### config.mk
export PLATFORM = sky130hd
export DESIGN_NAME = mux_2x1_4b
export DESIGN_NICKNAME = d
export VERILOG_FILES = /design/src/rtl/mux_2x1_4b_pkg.sv /design/src/rtl/mux_2x1_4b_bit.sv /design/src/rtl/mux_2x1_4b.sv
export SDC_FILE = /design/constraint.sdc
export NUM_CORES = 1
export LEC_CHECK = 0
export BUFFER_PORTS_ARGS = -buffer_cell sky130_fd_sc_hd__clkbuf_2
export CAP_MARGIN = 15
export CELL_PAD_IN_SITES_DETAIL_PLACEMENT = 1
export CELL_PAD_IN_SITES_GLOBAL_PLACEMENT = 2
export CORE_AREA = 2 2 39 41
export DETAILED_ROUTE_END_ITERATION = 10
export DIE_AREA = 0 0 41 43
export PLACE_DENSITY = 0.64
export SYNTH_ARGS = -nofsm -noshare
export SYNTH_HDL_FRONTEND = slang
export SYNTH_HIERARCHICAL = 1
export SYNTH_SLANG_ARGS = --single-unit
### constraint.sdc
create_clock -name clk -period 1.41 [get_ports clk]
set_clock_uncertainty 0.15 [all_clocks]
set_input_delay 0.282 -clock clk [delete_from_list [all_inputs] [get_ports clk]]
set_output_delay 0.282 -clock clk [all_outputs]
set_load 0.01 [all_outputs]
### src/rtl/mux_2x1_4b_pkg.sv
// mux_2x1_4b_pkg: shared defaults for the word multiplexer library
package mux_2x1_4b_pkg;
   localparam int WIDTH_DEFAULT = 4;
endpackage

### src/rtl/mux_2x1_4b_bit.sv
// mux_2x1_1b: single-bit 2:1 select, differing inputs merge to X on unknown select
module mux_2x1_1b (
   output logic out,
   input  logic num0,
   input  logic num1,
   input  logic s
);
   assign out = s ? num1 : num0;
endmodule

### src/rtl/mux_2x1_4b.sv
// mux_2x1_4b: WIDTH-bit 2:1 word mux with a registered copy of the selected word
module mux_2x1_4b
   import mux_2x1_4b_pkg::*;
#(
   parameter int WIDTH = WIDTH_DEFAULT
) (
   output logic [WIDTH-1:0] out,
   input  logic [WIDTH-1:0] num0,
   input  logic [WIDTH-1:0] num1,
   input  logic             s,
   input  logic             clk,
   input  logic             rst,
   output logic [WIDTH-1:0] out_q,
   output logic             s_q
);
   genvar i;
   generate
      for (i = 0; i < WIDTH; i++) begin : g_bit
         mux_2x1_1b u_bit (
            .out  (out[i]),
            .num0 (num0[i]),
            .num1 (num1[i]),
            .s    (s)
         );
      end
   endgenerate
   // capture the selected word and its select one cycle later, cleared at once by rst
   always_ff @(posedge clk or posedge rst) begin
      if (rst) begin
         out_q <= '0;
         s_q   <= 1'b0;
      end else begin
         out_q <= out;
         s_q   <= s;
      end
   end
endmodule

* Word level (Yosys, flattened, before mapping) *
Index checks and enable logic that the tools add are counted.

cells by class
  multiplexer cells = 4

operator list
  kind              number
  1-bit 2-to-1 mux  4

storage, ports and cells
  bits in registers = 5
  output and inout port bits = 9

* Depth between registers and ports, before layout *
Gate-level depths: netlist (run 1).

  word-level depth = 1
  depth in mapped cells = 1
  gate-level depth less buffers = 1

* Modules after synthesis *
The synthesis (run 1) kept the hierarchy.

by module, submodules not included
  module      cells an instance  instances  area each (um^2)  sequential area each (um^2)
  mux_2x1_4b  6                  1          128.9             125.1
  mux_2x1_1b  1                  4          15.0              0.0

* Least setup slack after synthesis (run 1) *
Ideal clock, no wire load.

  path kind = input-to-output
  start point = input port s
  end point = output port out[0]
  required time = 0.978 ns
  path slack = 0.398 ns
  cell stages on the path = 1
  data arrival time = 0.580 ns
  path through = mux2_4

on the way
  cells in the longest elaborated chain, start to end = 1

ends and longest elaborated chain
  what                RTL line             RTL
  start: declaration  mux_2x1_4b.sv:10     input logic s,
  1-bit 2-to-1 mux    mux_2x1_4b_bit.sv:8  assign out = s ? num1 : num0;
  end: declaration    mux_2x1_4b.sv:7      output logic [WIDTH-1:0] out,

No other way between the ends.

* Final worst setup path (run 1) *
Ends and elaborated chain as after synthesis.

==> flow_metrics.py, run 1 <==
metrics = {
    "synth": {
        "synthDistinctLibCells": 3,
        "ys_top_cells_by_area": "dfrtp_1 (66%), mux2_4 (32%), inv_1 (2.0%)",
        "synth_cells": 10,
        "synth_commonest_cells": "dfrtp_1 (5), mux2_4 (4), inv_1 (1)",
        "synth-edff-count": 0,
        "synth_most_common_cell": "dfrtp_1",
        "synth_warnings": 6,
        "async_flop_share_pct": 100.0,
        "syn_avg_cell_area_sq_um": 18.89,
        "yosysTopAreaCellShare_pct": 66.23,
        "synthFlopType": "dfrtp_1",
        "ys_ff_latch": 5,
        "yosysTopAreaCell": "dfrtp_1",
        "synth.cell_area_sq_um": 188.9,
        "synth_nets": 21,
        "seq_area_frac_synth_pct": 66.23,
    },
    "placement": {
        "io_buffers": 19,
        "dp_hpwl_um": 553.1,
        "place_ws_ps": 46.73,
        "gp_congestion": 0.6009,
    },
    "die": {
        "start_util_pct": 13.65,
        "num_rows": 14,
        "dieArea_sq_um": 1763,
        "core_area_sq_um": 1384,
        "die_w_um": 41,
        "pin_count": 20,
        "die_y_um": 43,
    },
    "cts": {
        "clk_pin_slew_ps": 40,
        "numCtsBuffers": 3,
        "htreeDepth": 1,
        "post_cts_buffers": 0,
        "clock_path_buffers": 2,
        "clock-root-buffer": "clkbuf_4",
        "cts.sinks": 5,
        "cts_tree": "yes",
    },
    "grt": {
        "antenna_found_initial": 0,
        "overflow": 0,
        "grt_pass1_vias": 207,
        "grt_max_degree": 6,
        "grt_pass1_wl_um": 828,
        "grt_use_total_pct": 8.274,
    },
    "setup_path": {
        "crit_arrival_ps": 910,
        "start_kind": "input port",
        "critPathSlowestCell": "mux2_4",
        "path_delay_family": "multiplexers",
        "crit_type": "in2out",
        "crit_buf_inv": 2,
        "path_depth": 3,
        "cp_slowest_stage_delay_ps": 330,
        "cp_cell_sequence": "clkbuf_2 -> mux2_4 -> clkbuf_2",
        "crit_path_end_kind": "output port",
        "cp_data_required_time_ps": 980,
        "path_common_cell": "clkbuf_2",
        "crit_path_max_fanout": 5,
    },
    "final_layout": {
        "multiInputGateArea_sq_um": 60.06,
        "n_fill_cell": 171,
        "antenna_cells": 0,
        "nNetsFinal": 46,
        "final-seq-area_sq_um": 125.1,
        "drive_gt1_share_pct": 76.47,
        "syn2layout_area_growth_pct": 80.13,
        "final_core_util_pct": 24.59,
    },
    "timing": {
        "finalWorstSetupSlack_ps": 63.39,
        "fmax_mhz": 742.6,
        "period_minus_slack_ps": 1347,
        "hold_violations": 0,
        "slew_headroom_pct": 87.98,
        "fin_crit_sh_pct": 95.50,
        "report.final.setup_viol": 0,
        "tns_ps": 0,
        "rsz0062_at_grt": "no",
        "maxSlewViolCount": 0,
        "tightest_slew_ps": 180.1,
    },
    "power_and_ir_drop": {
        "netSwitchingPower_w": 0.00008712,
        "comb_power_share_pct": 18.3,
        "ir_worst_vdd_v": 0.0002375,
        "p_clk_share_pct": 41.0,
        "leakagePower_nw": 0.1945,
        "powerDensity_nw_per_um2": 1133,
        "p_int_w": 0.0002985,
        "seqPwrFrac_pct": 40.7,
        "switching_share_pct": 22.60,
    },
    "routing": {
        "first_iter_violations": 0,
        "vias_per_cell": 3.600,
        "num_vias": 180,
        "drtAntennaViolNets": 0,
        "dr.pass1.iters": 1,
        "drcViolationCount": 0,
        "post_drt_wl_per_cell_um": 11.64,
        "totalWireLength_um": 582,
    },
    "min_path": {
        "hold_path_class": "in2reg",
        "hold_depth": 1,
    },
    "status": {
        "outcome": "complete, no violations",
    },
    "job": {
        "maxCapViolations": 0,
    },
}
==> repair_timing <==
item | 4_1_cts | 5_1_grt
resized for setup | 0 | 0
hold buffers | 1 | 0
endpoints found under the hold margin | 5 | 0
==> worst paths after layout <==
check | end | start | slack, ps
max in group asynchronous | out_q[2]$_DFF_PP0_ | rst | 620
min in group asynchronous | out_q[1]$_DFF_PP0_ | rst | 330
hold / removal | s_q$_DFF_PP0_ | s | 120
setup / recovery | out[0] | s | 60
==> state kept, by name, indices dropped and copies added (netlist names) <==
| name | count |
|---|---|
| s_q | 1 |
| out_q | 4 |
==> metrics by stage <==
| step | total power (W) | std cells | instance area [sq um] | hold WS (ps) |
|---|---|---|---|---|
| final | 0.0003856 | 50 | 340.3 | 121.2 |
| after global routing | 0.0004189 | 50 | 340.3 | 115.3 |
| after CTS | 0.0003953 | 50 | 340.3 | 121.6 |
| after detailed placement | 0.0002299 | 45 | 304.0 | 22.41 |
| after global placement | 0.0002251 | 45 | 304.0 | 1.125 |
| after floorplan | 0.0001891 | 10 | 188.9 | -89.48 |
==> power groups by stage <==
stage | sequential (W) | clock, W | combinational [W]
2_1_floorplan | 0.000165 | 0 | 0.0000246
3_3_place_gp | 0.000158 | 0 | 0.0000667
3_5_place_dp | 0.000159 | 0 | 0.0000707
4_1_cts | 0.000157 | 0.000165 | 0.0000730
5_1_grt | 0.000157 | 0.000183 | 0.0000788
6_report | 0.000157 | 0.000158 | 0.0000705
==> layout make-up <==
class | instances | share of cell area (%)
flip-flops and latches | 5 | 36.76
repair buffers | 20 | 30.88
inverters | 1 | 1.103
multi-input cells | 4 | 17.65
clock buffers | 4 | 7.721
well taps | 16 | 5.882
==> cells by family (layout without fill, tap and decap cells) <==
kind of cell | after synthesis | count (layout) | share of synthesized area, %
flops | 5 | 5 | 66.23
mux | 4 | 4 | 31.79
buf+inv | 1 | 25 | 1.985
==> placed cells by master (no fill, tap or decap) <==
cell type      synthesis  final
clkbuf_1               0      1
clkbuf_2               0     19
inv_1                  1      1
dlygate4sd3_1          0      1
dfrtp_1                5      5
mux2_4                 4      4
clkbuf_4               0      3
==> metal layers <==
layer	vias to the layer above	wire (um)	track usage [%]
met5	-	0	0
met4	0	0	6.000
met3	0	117	7.330
met2	20	269	11.88
met1	80	196	6.863
li1	80	-	-
Power figures use the tool's default switching activity.
==> run 2: changes to the inputs <==
--- a/config.mk
+++ b/config.mk
@@ -9,10 +9,10 @@
 export CAP_MARGIN = 15
 export CELL_PAD_IN_SITES_DETAIL_PLACEMENT = 1
 export CELL_PAD_IN_SITES_GLOBAL_PLACEMENT = 2
-export CORE_AREA = 2 2 39 41
+export CORE_AREA = 2 2 40 42
 export DETAILED_ROUTE_END_ITERATION = 10
-export DIE_AREA = 0 0 41 43
-export PLACE_DENSITY = 0.64
+export DIE_AREA = 0 0 42 44
+export PLACE_DENSITY = 0.63
 export SYNTH_ARGS = -nofsm -noshare
 export SYNTH_HDL_FRONTEND = slang
 export SYNTH_HIERARCHICAL = 1
==> constraint.sdc (replaced) <==
create_clock -name clk -period 1.1 [get_ports clk]
set_clock_uncertainty 0.15 [all_clocks]
set_input_delay 0.22 -clock clk [delete_from_list [all_inputs] [get_ports clk]]
set_output_delay 0.22 -clock clk [all_outputs]
set_load 0.01 [all_outputs]
==> run 2 against run 1 <==
The flow now finishes with violations (setup timing). Final cell count rose by 10%. Largest cell class is now buffers. Clock power is 32% higher. Sequential cell count did not move. Critical path type unchanged. Critical path depth did not move.
==> flow_metrics.py, run 2 (synthesized netlist as in run 1, its figures left out) <==
metrics = {
    "status": {
        "outcome": "finished, violations left",
        "violations": "setup timing",
    },
    "cts": {
        "clock_path_buffers": 2,
        "numCtsBuffers": 3,
        "cts_tree": "yes",
        "htreeDepth": 1,
        "clk_pin_slew_ps": 40,
        "cts.sinks": 5,
        "clock-root-buffer": "clkbuf_4",
    },
    "grt": {
        "grt_max_degree": 6,
        "overflow": 0,
        "grt_pass1_vias": 226,
        "antenna_found_initial": 0,
        "grt_pass1_wl_um": 903,
        "grt_use_total_pct": 7.531,
    },
    "placement": {
        "dp_hpwl_um": 469.6,
        "io_buffers": 19,
        "gp_congestion": 0.6949,
        "place_ws_ps": -122.6,
        "place_inst": 46,
    },
    "setup_path": {
        "cp_cell_sequence": "clkbuf_16 -> mux2_4 -> buf_6",
        "cp_data_required_time_ps": 730,
        "crit_path_end_kind": "output port",
        "cp_slowest_stage_delay_ps": 300,
        "crit_buf_inv": 2,
        "crit_type": "in2out",
        "path_delay_family": "multiplexers",
        "crit_arrival_ps": 780,
        "critPathSlowestCell": "mux2_4",
        "crit_path_max_fanout": 5,
        "start_kind": "input port",
    },
    "die": {
        "start_util_pct": 13.32,
        "die_w_um": 42,
        "die_y_um": 44,
        "dieArea_sq_um": 1848,
        "pin_count": 20,
        "core_area_sq_um": 1419,
        "num_rows": 14,
    },
    "timing": {
        "rsz0062_at_grt": "yes",
        "tightest_slew_ps": 172.7,
        "fmax_mhz": 869.3,
        "period_minus_slack_ps": 1150,
        "maxSlewViolCount": 0,
        "finalWorstSetupSlack_ps": -50.35,
        "hold_violations": 0,
        "slew_headroom_pct": 88.47,
        "fin_crit_sh_pct": 104.6,
        "report.final.setup_viol": 4,
    },
    "power_and_ir_drop": {
        "leakagePower_nw": 0.2343,
        "p_int_w": 0.0004176,
        "netSwitchingPower_w": 0.0001203,
        "switching_share_pct": 22.36,
        "seqPwrFrac_pct": 37.4,
        "ir_worst_vdd_v": 0.0003067,
        "comb_power_share_pct": 24.0,
        "powerDensity_nw_per_um2": 1272,
        "p_clk_share_pct": 38.6,
    },
    "final_layout": {
        "drive_gt1_share_pct": 79.49,
        "antenna_cells": 0,
        "largest-register": "out_q",
        "nNetsFinal": 51,
        "layout_commonest_cell": "clkbuf_2",
        "final_cell_mix": "clkbuf_2 (14), dfrtp_1 (5), buf_4 (5)",
        "fin_cells": 55,
        "largest_registers": "out_q (4), s_q (1)",
        "largest_reg_flops": 4,
        "n_fill_cell": 166,
        "syn2layout_area_growth_pct": 123.8,
    },
    "routing": {
        "totalWireLength_um": 555,
        "drcViolationCount": 0,
        "dr.pass1.iters": 3,
        "vias_per_cell": 3.618,
        "num_vias": 199,
        "drtAntennaViolNets": 0,
        "first_iter_violations": 2,
        "post_drt_wl_per_cell_um": 10.09,
    },
    "min_path": {
        "hold_path_class": "in2reg",
    },
    "job": {
        "maxCapViolations": 0,
    },
}
-- run 2: final timing paths --
kind | to | slack, ps | cells past startpoint | startpoint
worst max-delay path | out[0] | -50 | 3 | s
worst min-delay path | s_q$_DFF_PP0_ | 80 | 2 | s
max in group asynchronous | out_q[0]$_DFF_PP0_ | 390 | 3 | rst
min in group asynchronous | out_q[1]$_DFF_PP0_ | 250 | 3 | rst
-- run 2: stage by stage --
stage                     util (%)   power, W  hold slack (ps)  cell area, sq um  setup TNS, ps
after floorplan                  -  0.0002424           -151.5             188.9              0
after detailed placement     21.96  0.0002948           -47.53             311.5         -468.6
after CTS                    27.51  0.0005303            66.93             390.4         -209.1
after global placement       21.96  0.0002915           -52.03             311.5         -428.4
final                        29.81  0.0005379            81.26             422.9         -188.3
after global routing         29.81  0.0005901            66.84             422.9         -378.2
-- run 2: power groups by stage --
stage / Clock [W] / Sequential (W) / Combinational, W
floorplan: 0 / 0.000211 / 0.0000315
CTS: 0.000217 / 0.000201 / 0.000112
global route: 0.000247 / 0.000202 / 0.000142
detailed placement: 0 / 0.000204 / 0.0000908
global placement: 0 / 0.000204 / 0.0000877
finish: 0.000208 / 0.000201 / 0.000129
-- run 2: final cells by class --
class | count | area, sq um | share of cell area, %
Timing Repair Buffer | 25 | 187.7 | 44.38
Inverter | 1 | 3.754 | 0.8876
Clock buffer | 4 | 26.28 | 6.213
Tap cell | 16 | 20.02 | 4.734
Multi-Input combinational cell | 4 | 60.06 | 14.20
Sequential cell | 5 | 125.1 | 29.59
-- run 2: per-layer routing --
metal / GRT usage [%] / vias to the layer above / wire [um]
met5: 0 / - / 0
li1: - / 91 / -
met3: 4.167 / 0 / 97
met4: 7.742 / 0 / 0
met2: 11.25 / 20 / 277
met1: 7.143 / 88 / 180
-- run 2: what timing repair did --
action / in CTS / in global routing
endpoints found under the hold margin: 5 / 0
endpoints found under the setup margin: 6 / 9
gates resized for setup: 3 / 8
hold buffers: 1 / 0
buffers inserted: 3 / 1
==> run 3: changes to the inputs <==
--- a/config.mk
+++ b/config.mk
@@ -5,14 +5,15 @@
 export SDC_FILE = /design/constraint.sdc
 export NUM_CORES = 1
 export LEC_CHECK = 0
+export ABC_AREA = 1
 export BUFFER_PORTS_ARGS = -buffer_cell sky130_fd_sc_hd__clkbuf_2
 export CAP_MARGIN = 15
 export CELL_PAD_IN_SITES_DETAIL_PLACEMENT = 1
 export CELL_PAD_IN_SITES_GLOBAL_PLACEMENT = 2
-export CORE_AREA = 2 2 40 42
+export CORE_AREA = 2 2 41 47
 export DETAILED_ROUTE_END_ITERATION = 10
-export DIE_AREA = 0 0 42 44
-export PLACE_DENSITY = 0.63
+export DIE_AREA = 0 0 43 49
+export PLACE_DENSITY = 0.64
 export SYNTH_ARGS = -nofsm -noshare
 export SYNTH_HDL_FRONTEND = slang
 export SYNTH_HIERARCHICAL = 1
==> run 3 against run 2 <==
The flow now finishes without violations. Setup slack improved by 59 ps. Design area down 15%. Sequential cell count did not move. Sequential power barely moved. Die area rose by 14%. Area after synthesis is the same. Combinational power fell by 31%.
==> flow_metrics.py, run 3 <==
metrics = {
    "status": {
        "outcome": "complete, no violations",
    },
    "synth": {
        "synth_top_family_by_area": "simple AND/OR/NAND/NOR gates",
        "synth-simple-area-share_pct": 23.84,
        "async_flop_share_pct": 100.0,
        "synthDistinctLibCells": 3,
        "ys_ff_latch": 5,
        "seq_area_frac_synth_pct": 66.23,
        "synthMuxAreaShare_pct": 0,
        "synthFlopType": "dfrtp_1",
        "synth_cells": 22,
        "yosysTopAreaCellShare_pct": 66.23,
        "synthXorXnorAreaFrac_pct": 0,
        "yosysTopAreaCell": "dfrtp_1",
        "synth_compound_area_share_pct": 0,
        "synth_nets": 33,
        "synth_warnings": 6,
        "ys_top_cells_by_area": "dfrtp_1 (66%), nand2_1 (24%), inv_1 (9.9%)",
        "synth-edff-count": 0,
        "syn_avg_cell_area_sq_um": 8.588,
        "synth.cell_area_sq_um": 188.9,
        "synth_most_common_cell": "nand2_1",
        "synthAdderAreaFrac_pct": 0,
        "synth_commonest_cells": "nand2_1 (12), dfrtp_1 (5), inv_1 (5)",
    },
    "cts": {
        "clk_pin_slew_ps": 40,
        "post_cts_buffers": 0,
        "clock-root-buffer": "clkbuf_4",
        "cts.sinks": 5,
        "numCtsBuffers": 3,
        "cts_tree": "yes",
        "htreeDepth": 1,
        "clock_path_buffers": 2,
    },
    "timing": {
        "fin_crit_sh_pct": 99.25,
        "rsz0062_at_grt": "yes",
        "period_minus_slack_ps": 1092,
        "tightest_slew_ps": 180.9,
        "tns_ps": 0,
        "holdWs_ps": 53.03,
        "hold_violations": 0,
        "fmax_mhz": 915.9,
        "report.final.setup_viol": 0,
        "slew_headroom_pct": 87.93,
        "finalWorstSetupSlack_ps": 8.219,
        "maxSlewViolCount": 0,
    },
    "power_and_ir_drop": {
        "total_power_w": 0.0005014,
        "leakagePower_nw": 0.2302,
        "powerDensity_nw_per_um2": 1392,
        "ir_worst_vdd_v": 0.0002392,
    },
    "setup_path": {
        "crit_buf_inv": 1,
        "cp_slowest_stage_delay_ps": 360,
        "start_kind": "register",
        "critPathSlowestCell": "dfrtp_1",
        "cp_data_required_time_ps": 730,
        "startpoint": "s_q$_DFF_PP0_",
        "path_delay_family": "flip-flops",
        "crit_arrival_ps": 720,
        "crit_type": "reg2out",
        "cp_cell_sequence": "clkbuf_2",
        "crit_path_max_fanout": 1,
        "crit_path_end_kind": "output port",
    },
    "die": {
        "die_w_um": 43,
        "pin_count": 20,
        "start_util_pct": 11.24,
        "num_rows": 16,
        "core_area_sq_um": 1682,
        "dieArea_sq_um": 2107,
        "die_y_um": 49,
    },
    "min_path": {
        "min_from": "num0[1]",
        "hold_path_class": "in2reg",
    },
    "grt": {
        "grt_use_total_pct": 6.945,
        "grt_max_degree": 10,
        "grt_pass1_vias": 222,
        "antenna_found_initial": 0,
        "grt_pass1_wl_um": 952,
        "overflow": 0,
    },
    "final_layout": {
        "drive_gt1_share_pct": 50.00,
        "largest-register": "out_q",
        "fin_cells": 66,
        "layout_commonest_cell": "clkbuf_2",
        "antenna_cells": 0,
        "largest_reg_flops": 4,
        "final_cell_mix": "clkbuf_2 (17), nand2_1 (12), inv_1 (5), dfrtp_1 (5)",
        "largest_registers": "out_q (4), s_q (1)",
        "syn2layout_area_growth_pct": 90.73,
        "nNetsFinal": 60,
    },
    "routing": {
        "drtAntennaViolNets": 0,
        "num_vias": 229,
        "first_iter_violations": 0,
        "drcViolationCount": 0,
        "post_drt_wl_per_cell_um": 8.348,
        "vias_per_cell": 3.470,
        "dr.pass1.iters": 1,
        "totalWireLength_um": 551,
    },
    "job": {
        "maxCapViolations": 0,
    },
    "placement": {
        "dp_hpwl_um": 475,
        "io_buffers": 19,
        "place_ws_ps": -8.102,
        "place_inst": 61,
        "gp_congestion": 0.5171,
    },
}
==> run 3: cell types whose count changed after synthesis <==
cell | before | now
inv_1 | 1 | 5
nand2_1 | 0 | 12
mux2_4 | 4 | 0
==> run 3: stage by stage <==
step / utilization (%) / area, sq um
3_3_place_gp: 19.12 / 321.6
6_report: 21.43 / 360.3
3_5_place_dp: 19.12 / 321.6
5_1_grt: 21.43 / 360.3
2_1_floorplan: - / 188.9
4_1_cts: 21.43 / 360.3
==> run 3: final timing paths <==
kind	endpoint	slack, ps	cells after the start
worst max-delay path	s_q	8	1
worst min-delay path	out_q[1]$_DFF_PP0_	50	3
max in group asynchronous	out_q[2]$_DFF_PP0_	380	3
min in group asynchronous	out_q[3]$_DFF_PP0_	260	3
==> run 3: area by class of cell <==
type | count | area, sq um
fill | 226 | 1321
sequential | 5 | 125.1
timing repair buffer | 22 | 122.6
multi-input combinational | 12 | 45.04
clock buffer | 4 | 26.28
tap | 18 | 22.52
inverter | 5 | 18.77
==> run 3: metal layers <==
layer	part of all wire [%]	GRT usage, %
met2	52	12.12
met3	11	0.7407
met5	0	0
met1	27	4.318
met4	8.7	12.12
==> run 3: cell families after synthesis <==
kind of cell           after synthesis
and+or+nand+nor                     12
DFF                                  5
buffers and inverters                5
==> run 3: report_power, final <==
group          switching [W]  leakage [nW]  internal [W]
combinational      0.0000454         0.156     0.0000436
clock              0.0000747        0.0150      0.000137
sequential        0.00000310        0.0596      0.000198
total               0.000123         0.230      0.000378
==> run 3: repair_timing <==
item | CTS | global route
resized for setup | 1 | 2
hold buffers | 1 | 0
endpoints found under the setup margin | 5 | 8
hold endpoints to repair | 5 | 0
